<file path="config.mk">
export PLATFORM = sky130hd
export DESIGN_NAME = alu_seq_ctrl_flat
export DESIGN_NICKNAME = d
export VERILOG_FILES = /design/src/rtl/alu_seq_pkg.sv /design/src/rtl/alu_seq_ctrl_if.sv /design/src/rtl/alu_seq_decode.sv /design/src/rtl/alu_seq_ctrl.sv /design/src/flat_wrapper.sv
export SDC_FILE = /design/constraint.sdc
export NUM_CORES = 1
export LEC_CHECK = 0
export ABC_AREA = 1
export CAP_MARGIN = 15
export CORE_ASPECT_RATIO = 1.1
export CORE_MARGIN = 10
export CORE_UTILIZATION = 45
export DETAILED_ROUTE_END_ITERATION = 6
export PLACE_DENSITY_LB_ADDON = 0.1
export SYNTH_ARGS = -nofsm -noshare
export SYNTH_HDL_FRONTEND = slang
export SYNTH_SLANG_ARGS = --single-unit
</file>
<file path="constraint.sdc">
create_clock -name clk -period 2 [get_ports clk]
set_clock_uncertainty 0.2 [all_clocks]
set_input_delay 0.3 -clock clk [delete_from_list [all_inputs] [get_ports clk]]
set_output_delay 0.3 -clock clk [all_outputs]
set_load 0.01 [all_outputs]
</file>
<file path="src/rtl/alu_seq_pkg.sv">
// Shared types and constants for the MOV/ALU instruction sequencer.
// Instruction classes include HALT, which the decoder produces only when HALT_EN is defined.
package alu_seq_pkg;

  typedef enum logic [3:0] {
    IDLE,
    DECODE,
    GET_A,
    GET_B,
    EXEC,
    STATUS,
    WRITE_RD,
    WRITE_IMM,
    ERR,
    HALT
  } state_t;

  typedef enum logic [2:0] {
    CLS_MOV_IMM,
    CLS_MOV_REG,
    CLS_ARITH,
    CLS_CMP,
    CLS_MVN,
    CLS_HALT,
    CLS_ILLEGAL
  } instr_cls_t;

  localparam logic [2:0] OPC_MOV  = 3'b110;
  localparam logic [2:0] OPC_ALU  = 3'b101;
  localparam logic [2:0] OPC_HALT = 3'b111;

  localparam logic [1:0] ALU_ADD = 2'b00;
  localparam logic [1:0] ALU_SUB = 2'b01;
  localparam logic [1:0] ALU_AND = 2'b10;
  localparam logic [1:0] ALU_NOT = 2'b11;

  localparam logic [1:0] VSEL_C   = 2'b00;
  localparam logic [1:0] VSEL_IMM = 2'b01;

endpackage

</file>
<file path="src/rtl/alu_seq_ctrl_if.sv">
// Instruction-source / datapath-control bundle for alu_seq_ctrl.
// master = the controller, slave = instruction source plus datapath.
interface alu_seq_ctrl_if #(
  parameter int RW = 3,
  parameter int IW = 16
);
  logic          s;
  logic [IW-1:0] in;
  logic          w;
  logic          err;
  logic [RW-1:0] rnum;
  logic          reg_write;
  logic [1:0]    vsel;
  logic          loada;
  logic          loadb;
  logic          loadc;
  logic          loads;
  logic          asel;
  logic [1:0]    ALUop;
  logic [1:0]    shift;
  logic [IW-1:0] sximm8;

  modport master (
    input  s, in,
    output w, err, rnum, reg_write, vsel, loada, loadb, loadc, loads,
           asel, ALUop, shift, sximm8
  );

  modport slave (
    output s, in,
    input  w, err, rnum, reg_write, vsel, loada, loadb, loadc, loads,
           asel, ALUop, shift, sximm8
  );
endinterface

</file>
<file path="src/rtl/alu_seq_decode.sv">
// Combinational instruction-register field split, immediate sign extension and class decode.
// With HALT_EN defined opcode 111 decodes as HALT; otherwise it is illegal.
module alu_seq_decode
  import alu_seq_pkg::*;
#(
  parameter int RW = 3,
  parameter int IW = 16
) (
  input  logic [IW-1:0] ir,
  output logic [1:0]    op,
  output logic [RW-1:0] rn,
  output logic [RW-1:0] rd,
  output logic [RW-1:0] rm,
  output logic [1:0]    sh,
  output logic [IW-1:0] sximm8,
  output instr_cls_t    cls
);

  logic [2:0] opcode;

  assign opcode = ir[15:13];
  assign op     = ir[12:11];
  assign rn     = ir[10:8];
  assign rd     = ir[7:5];
  assign sh     = ir[4:3];
  assign rm     = ir[2:0];
  assign sximm8 = {{(IW-8){ir[7]}}, ir[7:0]};

  always_comb begin
    cls = CLS_ILLEGAL;
    case (opcode)
      OPC_MOV: begin
        if (op == 2'b10)      cls = CLS_MOV_IMM;
        else if (op == 2'b00) cls = CLS_MOV_REG;
      end
      OPC_ALU: begin
        case (op)
          2'b00, 2'b10: cls = CLS_ARITH;
          2'b01:        cls = CLS_CMP;
          default:      cls = CLS_MVN;
        endcase
      end
`ifdef HALT_EN
      OPC_HALT: cls = CLS_HALT;
`endif
      default: cls = CLS_ILLEGAL;
    endcase
  end

endmodule

</file>
<file path="src/rtl/alu_seq_ctrl.sv">
// Multi-cycle Moore sequencer driving the register-file/shifter/ALU datapath for MOV and ALU ops.
// Optional HALT_EN macro: opcode 111 parks the controller in HALT until reset.
module alu_seq_ctrl
  import alu_seq_pkg::*;
#(
  parameter int RW = 3,
  parameter int IW = 16
) (
  input  logic           clk,
  input  logic           reset,
  alu_seq_ctrl_if.master bus
);

  state_t        state;
  state_t        state_nxt;
  logic [IW-1:0] ir;

  logic [1:0]    op;
  logic [RW-1:0] rn;
  logic [RW-1:0] rd;
  logic [RW-1:0] rm;
  logic [1:0]    sh;
  logic [IW-1:0] sximm8;
  instr_cls_t    cls;

  logic          w_q;
  logic          err_q;
  logic [RW-1:0] rnum_q;
  logic          reg_write_q;
  logic [1:0]    vsel_q;
  logic          loada_q;
  logic          loadb_q;
  logic          loadc_q;
  logic          loads_q;
  logic          asel_q;
  logic [1:0]    aluop_q;
  logic [1:0]    shift_q;

  alu_seq_decode #(.RW(RW), .IW(IW)) u_decode (
    .ir     (ir),
    .op     (op),
    .rn     (rn),
    .rd     (rd),
    .rm     (rm),
    .sh     (sh),
    .sximm8 (sximm8),
    .cls    (cls)
  );

  always_comb begin
    state_nxt = state;
    case (state)
      IDLE:   if (bus.s) state_nxt = DECODE;
      DECODE: begin
        case (cls)
          CLS_MOV_IMM:          state_nxt = WRITE_IMM;
          CLS_MOV_REG, CLS_MVN: state_nxt = GET_B;
          CLS_ARITH, CLS_CMP:   state_nxt = GET_A;
          CLS_HALT:             state_nxt = HALT;
          default:              state_nxt = ERR;
        endcase
      end
      GET_A:  state_nxt = GET_B;
      GET_B:  state_nxt = (cls == CLS_CMP) ? STATUS : EXEC;
      EXEC:   state_nxt = WRITE_RD;
      HALT:   state_nxt = HALT;
      default: state_nxt = IDLE;
    endcase
  end

  // Outputs are registered from the decode of the next state, so they align with the state register.
  always_ff @(posedge clk) begin
    if (reset) begin
      state       <= IDLE;
      ir          <= '0;
      w_q         <= 1'b1;
      err_q       <= 1'b0;
      rnum_q      <= '0;
      reg_write_q <= 1'b0;
      vsel_q      <= VSEL_C;
      loada_q     <= 1'b0;
      loadb_q     <= 1'b0;
      loadc_q     <= 1'b0;
      loads_q     <= 1'b0;
      asel_q      <= 1'b0;
      aluop_q     <= ALU_ADD;
      shift_q     <= 2'b00;
    end else begin
      state <= state_nxt;
      if (state == IDLE && bus.s) ir <= bus.in;

      w_q         <= 1'b0;
      err_q       <= 1'b0;
      rnum_q      <= '0;
      reg_write_q <= 1'b0;
      vsel_q      <= VSEL_C;
      loada_q     <= 1'b0;
      loadb_q     <= 1'b0;
      loadc_q     <= 1'b0;
      loads_q     <= 1'b0;
      asel_q      <= 1'b0;
      aluop_q     <= ALU_ADD;
      shift_q     <= 2'b00;

      case (state_nxt)
        IDLE: w_q <= 1'b1;
        GET_A: begin
          rnum_q  <= rn;
          loada_q <= 1'b1;
        end
        GET_B: begin
          rnum_q  <= rm;
          loadb_q <= 1'b1;
          shift_q <= sh;
        end
        EXEC: begin
          loadc_q <= 1'b1;
          // MOV reg reuses the adder with A forced to zero: 0 + shifted Rm.
          if (cls == CLS_MOV_REG) begin
            aluop_q <= ALU_ADD;
            asel_q  <= 1'b1;
          end else begin
            aluop_q <= op;
          end
        end
        STATUS: begin
          aluop_q <= ALU_SUB;
          loads_q <= 1'b1;
        end
        WRITE_RD: begin
          rnum_q      <= rd;
          vsel_q      <= VSEL_C;
          reg_write_q <= 1'b1;
        end
        WRITE_IMM: begin
          rnum_q      <= rn;
          vsel_q      <= VSEL_IMM;
          reg_write_q <= 1'b1;
        end
        ERR: err_q <= 1'b1;
        default: ;
      endcase
    end
  end

  assign bus.w         = w_q;
  assign bus.err       = err_q;
  assign bus.rnum      = rnum_q;
  assign bus.reg_write = reg_write_q;
  assign bus.vsel      = vsel_q;
  assign bus.loada     = loada_q;
  assign bus.loadb     = loadb_q;
  assign bus.loadc     = loadc_q;
  assign bus.loads     = loads_q;
  assign bus.asel      = asel_q;
  assign bus.ALUop     = aluop_q;
  assign bus.shift     = shift_q;
  assign bus.sximm8    = sximm8;

endmodule

</file>
<file path="src/flat_wrapper.sv">
// flat-port wrapper written by rule: the top's interface ports become plain ports
module alu_seq_ctrl_flat import alu_seq_pkg::*;
#(
  parameter int RW = 3,
  parameter int IW = 16
)
  (clk, reset, bus_s, bus_in, bus_w, bus_err, bus_rnum, bus_reg_write, bus_vsel, bus_loada, bus_loadb, bus_loadc, bus_loads, bus_asel, bus_ALUop, bus_shift, bus_sximm8);
  alu_seq_ctrl_if #(.RW(RW), .IW(IW)) bus_i ();
  input  logic clk;
  input  logic reset;
  input wire logic [$bits(bus_i.s)-1:0] bus_s;
  input wire logic [$bits(bus_i.in)-1:0] bus_in;
  output wire logic [$bits(bus_i.w)-1:0] bus_w;
  output wire logic [$bits(bus_i.err)-1:0] bus_err;
  output wire logic [$bits(bus_i.rnum)-1:0] bus_rnum;
  output wire logic [$bits(bus_i.reg_write)-1:0] bus_reg_write;
  output wire logic [$bits(bus_i.vsel)-1:0] bus_vsel;
  output wire logic [$bits(bus_i.loada)-1:0] bus_loada;
  output wire logic [$bits(bus_i.loadb)-1:0] bus_loadb;
  output wire logic [$bits(bus_i.loadc)-1:0] bus_loadc;
  output wire logic [$bits(bus_i.loads)-1:0] bus_loads;
  output wire logic [$bits(bus_i.asel)-1:0] bus_asel;
  output wire logic [$bits(bus_i.ALUop)-1:0] bus_ALUop;
  output wire logic [$bits(bus_i.shift)-1:0] bus_shift;
  output wire logic [$bits(bus_i.sximm8)-1:0] bus_sximm8;
  assign bus_i.s = bus_s;
  assign bus_i.in = bus_in;
  assign bus_w = bus_i.w;
  assign bus_err = bus_i.err;
  assign bus_rnum = bus_i.rnum;
  assign bus_reg_write = bus_i.reg_write;
  assign bus_vsel = bus_i.vsel;
  assign bus_loada = bus_i.loada;
  assign bus_loadb = bus_i.loadb;
  assign bus_loadc = bus_i.loadc;
  assign bus_loads = bus_i.loads;
  assign bus_asel = bus_i.asel;
  assign bus_ALUop = bus_i.ALUop;
  assign bus_shift = bus_i.shift;
  assign bus_sximm8 = bus_i.sximm8;
  alu_seq_ctrl #(.RW(RW), .IW(IW)) u_core (.clk(clk), .reset(reset), .bus(bus_i));
endmodule
</file>
Word-level counts from Yosys, hierarchy flattened

Cells that the tools add are included.

Input bits: 19
Word-level logic and storage cells: 69
Register bits after elaboration: 37

Bitwise gates (word level): 2
Reductions and logical operators: 12
Muxes and demuxes: 20
Eq/ne operators: 21

Operators by type and width:

| cell               | count |
|---|---|
| $pmux 4 s6         | 1 |
| $eq 4x3->1 const B | 5 |
| $eq 4x2->1 const B | 4 |
| $pmux 4 s4         | 1 |
| $reduce_or 2->1    | 7 |
| $eq 3x3->1 const B | 4 |
| $pmux 3 s2         | 2 |
| $mux 1             | 10 |
| $pmux 3 s3         | 1 |
| $eq 4x4->1 const B | 2 |
| $logic_not 4->1    | 2 |
| $eq 3x2->1 const B | 2 |
| $mux 3             | 2 |
| $eq 4x1->1 const B | 1 |
| $mux 4             | 1 |
| $pmux 2 s2         | 1 |
| $eq 3x1->1 const B | 1 |
| $logic_not 3->1    | 1 |
| $eq 2x1->1 const B | 1 |
| $eq 2x2->1 const B | 1 |
| $logic_not 2->1    | 1 |
| $mux 2             | 1 |
| $not 1->1          | 2 |
| $logic_and 1x1->1  | 1 |

Longest topological paths before layout

Depth in word-level cells: 11
Depth in mapped cells: 11
Gate-level depth less buffers: 11

Modules after synthesis

From an unflattened synthesis, not the netlist that was laid out.

Cell total of the unflattened synthesis: 240
Area total of the unflattened synthesis: 1,790.5 µm²

Modules (own cells, without submodules):

| module         | times used | area an instance (µm²) | sequential area each (µm²) | cells an instance |
|---|---|---|---|---|
| alu_seq_ctrl   | 1          | 1,465.2                | 720.7                      | 185 |
| alu_seq_decode | 1          | 325.3                  | 0.0                        | 55 |

Worst setup path after synthesis

No wires, ideal clock.

Kind: register to register
From: reg u_core.state[0]
To: reg u_core.rnum_q[0] (netlist: u_core.bus.rnum[0])
Stages on the path, launching flop included: 10
Clock period less this slack: 1.449 ns
Setup slack: 0.551 ns
Path buffers: 0
Library setup time: 0.132 ns
Data arrival time: 1.117 ns
Cell sequence: dfxtp_1 > nand2_1 > nor2_4 > nand3_2 > nand2_2 > nor2_4 > nand3_2 > nand2_2 > nand2_1 > a21oi_1

Cells in the longest elaborated chain, start to end: 5
Elaborated cells between the ends (all ways): 14

RTL lines:

| what                                            | RTL line            | text |
|---|---|---|
| start: declaration                              | alu_seq_ctrl.sv:14  | `state_t state;` |
| start signal: assignment                        | alu_seq_ctrl.sv:89  | `state <= state_nxt;` |
| $eq 4x4->1, or another cell as far along        | alu_seq_ctrl.sv:52  | `case (state)` |
| $pmux 4 s6 (*)                                  | alu_seq_ctrl.sv:52  |  |
| $eq 4x3->1 / $eq 4x2->1 (equally long branches) | alu_seq_ctrl.sv:105 | `case (state_nxt)` |
| $reduce_or 2->1 (no source line)                | n/a                 |  |
| $pmux 3 s3 (*)                                  | alu_seq_ctrl.sv:105 |  |
| end signal: assignment                          | alu_seq_ctrl.sv:108 | `rnum_q <= rn;` |
| end signal: assignment                          | alu_seq_ctrl.sv:112 | `rnum_q <= rm;` |
| end signal: assignment                          | alu_seq_ctrl.sv:131 | `rnum_q <= rd;` |
| end: declaration                                | alu_seq_ctrl.sv:28  | `logic [RW-1:0] rnum_q;` |

Every way passes the cells marked *; elsewhere a longest branch is shown, timed or not.
A chain may end at the register's enable or synchronous reset.

Worst setup path after layout

From: reg u_core.ir[7]
To: out bus_sximm8[11]

RTL lines:

| what                     | RTL line           | text |
|---|---|---|
| start: declaration       | alu_seq_ctrl.sv:16 | `logic [IW-1:0] ir;` |
| start signal: assignment | alu_seq_ctrl.sv:90 | `if (state == IDLE && bus.s) ir <= bus.in;` |
| end: declaration         | flat_wrapper.sv:25 | `output wire logic [$bits(bus_i.sximm8)-1:0] bus_sximm8;` |

No word-level cell between the ends.

==> reports/qor.txt <==
Synth Area in XOR/XNOR = 0%
Synth area leader = dfxtp_1
Worst hold slack = 256 ps
Largest net degree at the start of global routing = 29
Crit-path cells = clkdlybuf4s50_1
Seq/Total Area, Yosys = 45.9%
Post-synth EDFFs = 0
Clk sinks = 36
Hpwl dp = 3030 um
Cell variety after synth = 20
Clock Path Buffers = 2
Total Nets Final = 259
Commonest cells post-synth = dfxtp_1 (36), nor2_1 (33), inv_1 (22), nand2_1 (21), a21oi_1 (19)
# DRC = 0
Fin crit share = 91.7%
Dpl ws = 96.2 ps
Peak Freq = 545 MHz
Final Critical Period = 1830 ps
Via density = 4.63
Wirelength, routed = 3800 um
CTS Root Cell = clkbuf_4
Final hold vios = 0
Die Wd = 76.3 um
Slew Limit Fails = 0
Slowest-stage cell, CP = clkdlybuf4s50_1
Mean post-synth cell area = 7.77 um^2
Simple logic cell fraction of the synthesized area = 26.5%
CTS tree = yes
Post-CTS setup buffers = 0
Htree depth = 2
Area contributors post-synth = dfxtp_1 (46%), buf_4 (8.1%), nor2_1 (7.9%), a21oi_1 (6.1%), inv_1 (5.3%)
Post-synthesis compound-gate area fraction = 11.6%
Gpl congestion = 0.795
Synth Flop Type = dfxtp_1
Top delay family on crit path = buffers and inverters
Inserted Diodes = 0
Final antenna-violating net count = 0
Final worst slack = 166 ps
# rows = 22
Largest family of logic cells by synthesized area = simple AND/OR/NAND/NOR gates
Port bufs = 50
Initial DRC Count = 85
CTS Buf Count = 5
P per Cell Area = 800 nW/um^2
Top-area cell type share of the netlist area = 45.9%
Synthesized cell area = 1570 um^2
Vias in the first global route = 1330
Adder-Cell Fraction of Synth Area = 0%
FF+latch count, synth = 36
Layout cells sized above 1 = 15.4%
Antenna violations before repair = 0
Static Leak = 0.877 nW
DR WL/cell = 13.2 um
I/O pin cnt = 52
WP data required = 1500 ps
Die area = 6250 um^2
Multiplexer area fraction after synthesis = 0%
Setup CP Type = register to primary output
Filler Cell Count = 315
Slowest stage delay, CP = 570 ps
Critical Path AT = 1330 ps
Setup Viol. Count Final = 0
Fin Setup TNS = 0 ps
Clk Latency, worst-skew pair = 340 ps
Post-CTS sizing = 0
Area growth, synth to finish = 33.6%
Ys async rst share = 0%
RSZ-0062 raised after global routing = false
HP Class = register to register
CP endpoint kind = primary output
Initial Utilization = 46.8%
Core area = 3360 um^2
Hold buffers post-CTS = 0
Register clock-pin slew on the reported worst setup and hold paths = 110 ps
Crit start category = register
Worst-path fanout max = 10
Crit path buffers/inverters = 1
Die height = 82.0 um
Cells after synthesis = 202
Outcome = finished, final reports clean
Detailed Routing Iterations Pass 1 = 4
Total Routing Usage GR = 12.3%
VDD IR max = 499 uV
Global-route wire length before repair = 6150 um
Global route overflow = 0
Most frequent cell after synthesis = dfxtp_1
Vias = 1339
Synth warn = 0
Max-cap violations = 0
Net Count, Synth = 221
final timing paths:
check | start | end | cells past startpoint | slack [ps]
min | u_core.ir[3] | u_core.bus.shift[0] | 2 | 260
max | u_core.ir[7] | bus_sximm8[11] | 1 | 170
max reg2reg | u_core.state[0] | u_core.bus.rnum[1] | 10 | 310
min reg2reg | u_core.ir[3] | u_core.bus.shift[0] | 2 | 260
where the power goes:
part	total (W)	leakage [nW]	internal [W]	switching, W
Clock	0.000578	0.0515	0.000332	0.000246
Sequential	0.000797	0.295	0.000763	0.0000342
Combinational	0.000303	0.531	0.000146	0.000157
registers in the layout (all words and copies together) (netlist names), 2 cells and up:
signal and count:
u_core.bus.shift 2, u_core.bus.rnum 3, u_core.bus.ALUop 2, u_core.state 4, u_core.ir 16
per-stage QoR:
| step | std cells | power (W) | util (%) | cell area [um^2] |
|---|---|---|---|---|
| floorplan | 202 | 0.00101 | - | 1570 |
| global placement | 281 | 0.00111 | 59.6 | 2000 |
| detailed placement | 281 | 0.00112 | 59.6 | 2000 |
| CTS | 289 | 0.00169 | 62.4 | 2100 |
| global route | 289 | 0.00176 | 62.5 | 2100 |
| finish | 289 | 0.00168 | 62.5 | 2100 |
area by class of cell:
type                       count  area, um^2  share of cell area [%]
inverter                      28         105                    5.01
multi-input combinational    117         601                    28.6
tap                           48        60.1                    2.86
clock buffer                   7        65.1                    3.10
timing repair buffer          52         515                    24.6
clock inverter                 1        30.0                    1.43
sequential                    36         722                    34.4
per-layer routing:
metal  global-route usage [%]  vias up  share of wire (%)
li1                         -      693                  -
met1                     13.1      588                 43
met2                     20.3       49                 47
met3                     5.46        9                7.6
met4                     7.25        0                2.6
met5                        0        -                  0
cell usage in the layout, fill, tap and decap left out, types with 4 or more instances in the layout:
cell type        netlist  final
nand2_2                4      4
nand3_1                4      4
a21oi_1               19     19
clkdlybuf4s50_1        0     50
o21ai_0               15     15
inv_2                  6      6
nor2_1                33     33
nand2_1               21     21
nand3_2                7      7
dfxtp_1               36     35
clkbuf_4               0      5
nor2_4                 5      5
inv_1                 22     22
kinds of logic after synthesis:
| logic type | after synthesis |
|---|---|
| buffers and inverters | 49 |
| other | 1 |
| AND/OR/NAND/NOR | 80 |
| AO/OA/AOI/OAI | 36 |
| flip-flops | 36 |
worst reg2reg max path, cell delays in order (launching register included):
cell	delay, ps
dfxtp_1	430
nor2_2	90
nand3_2	150
inv_2	70
nor2_4	100
nand2_2	70
nor2_4	130
nand3_2	100
nand2_2	80
nand2_1	50
a21oi_1	150
Note: power is estimated with default switching activity, not from simulation.
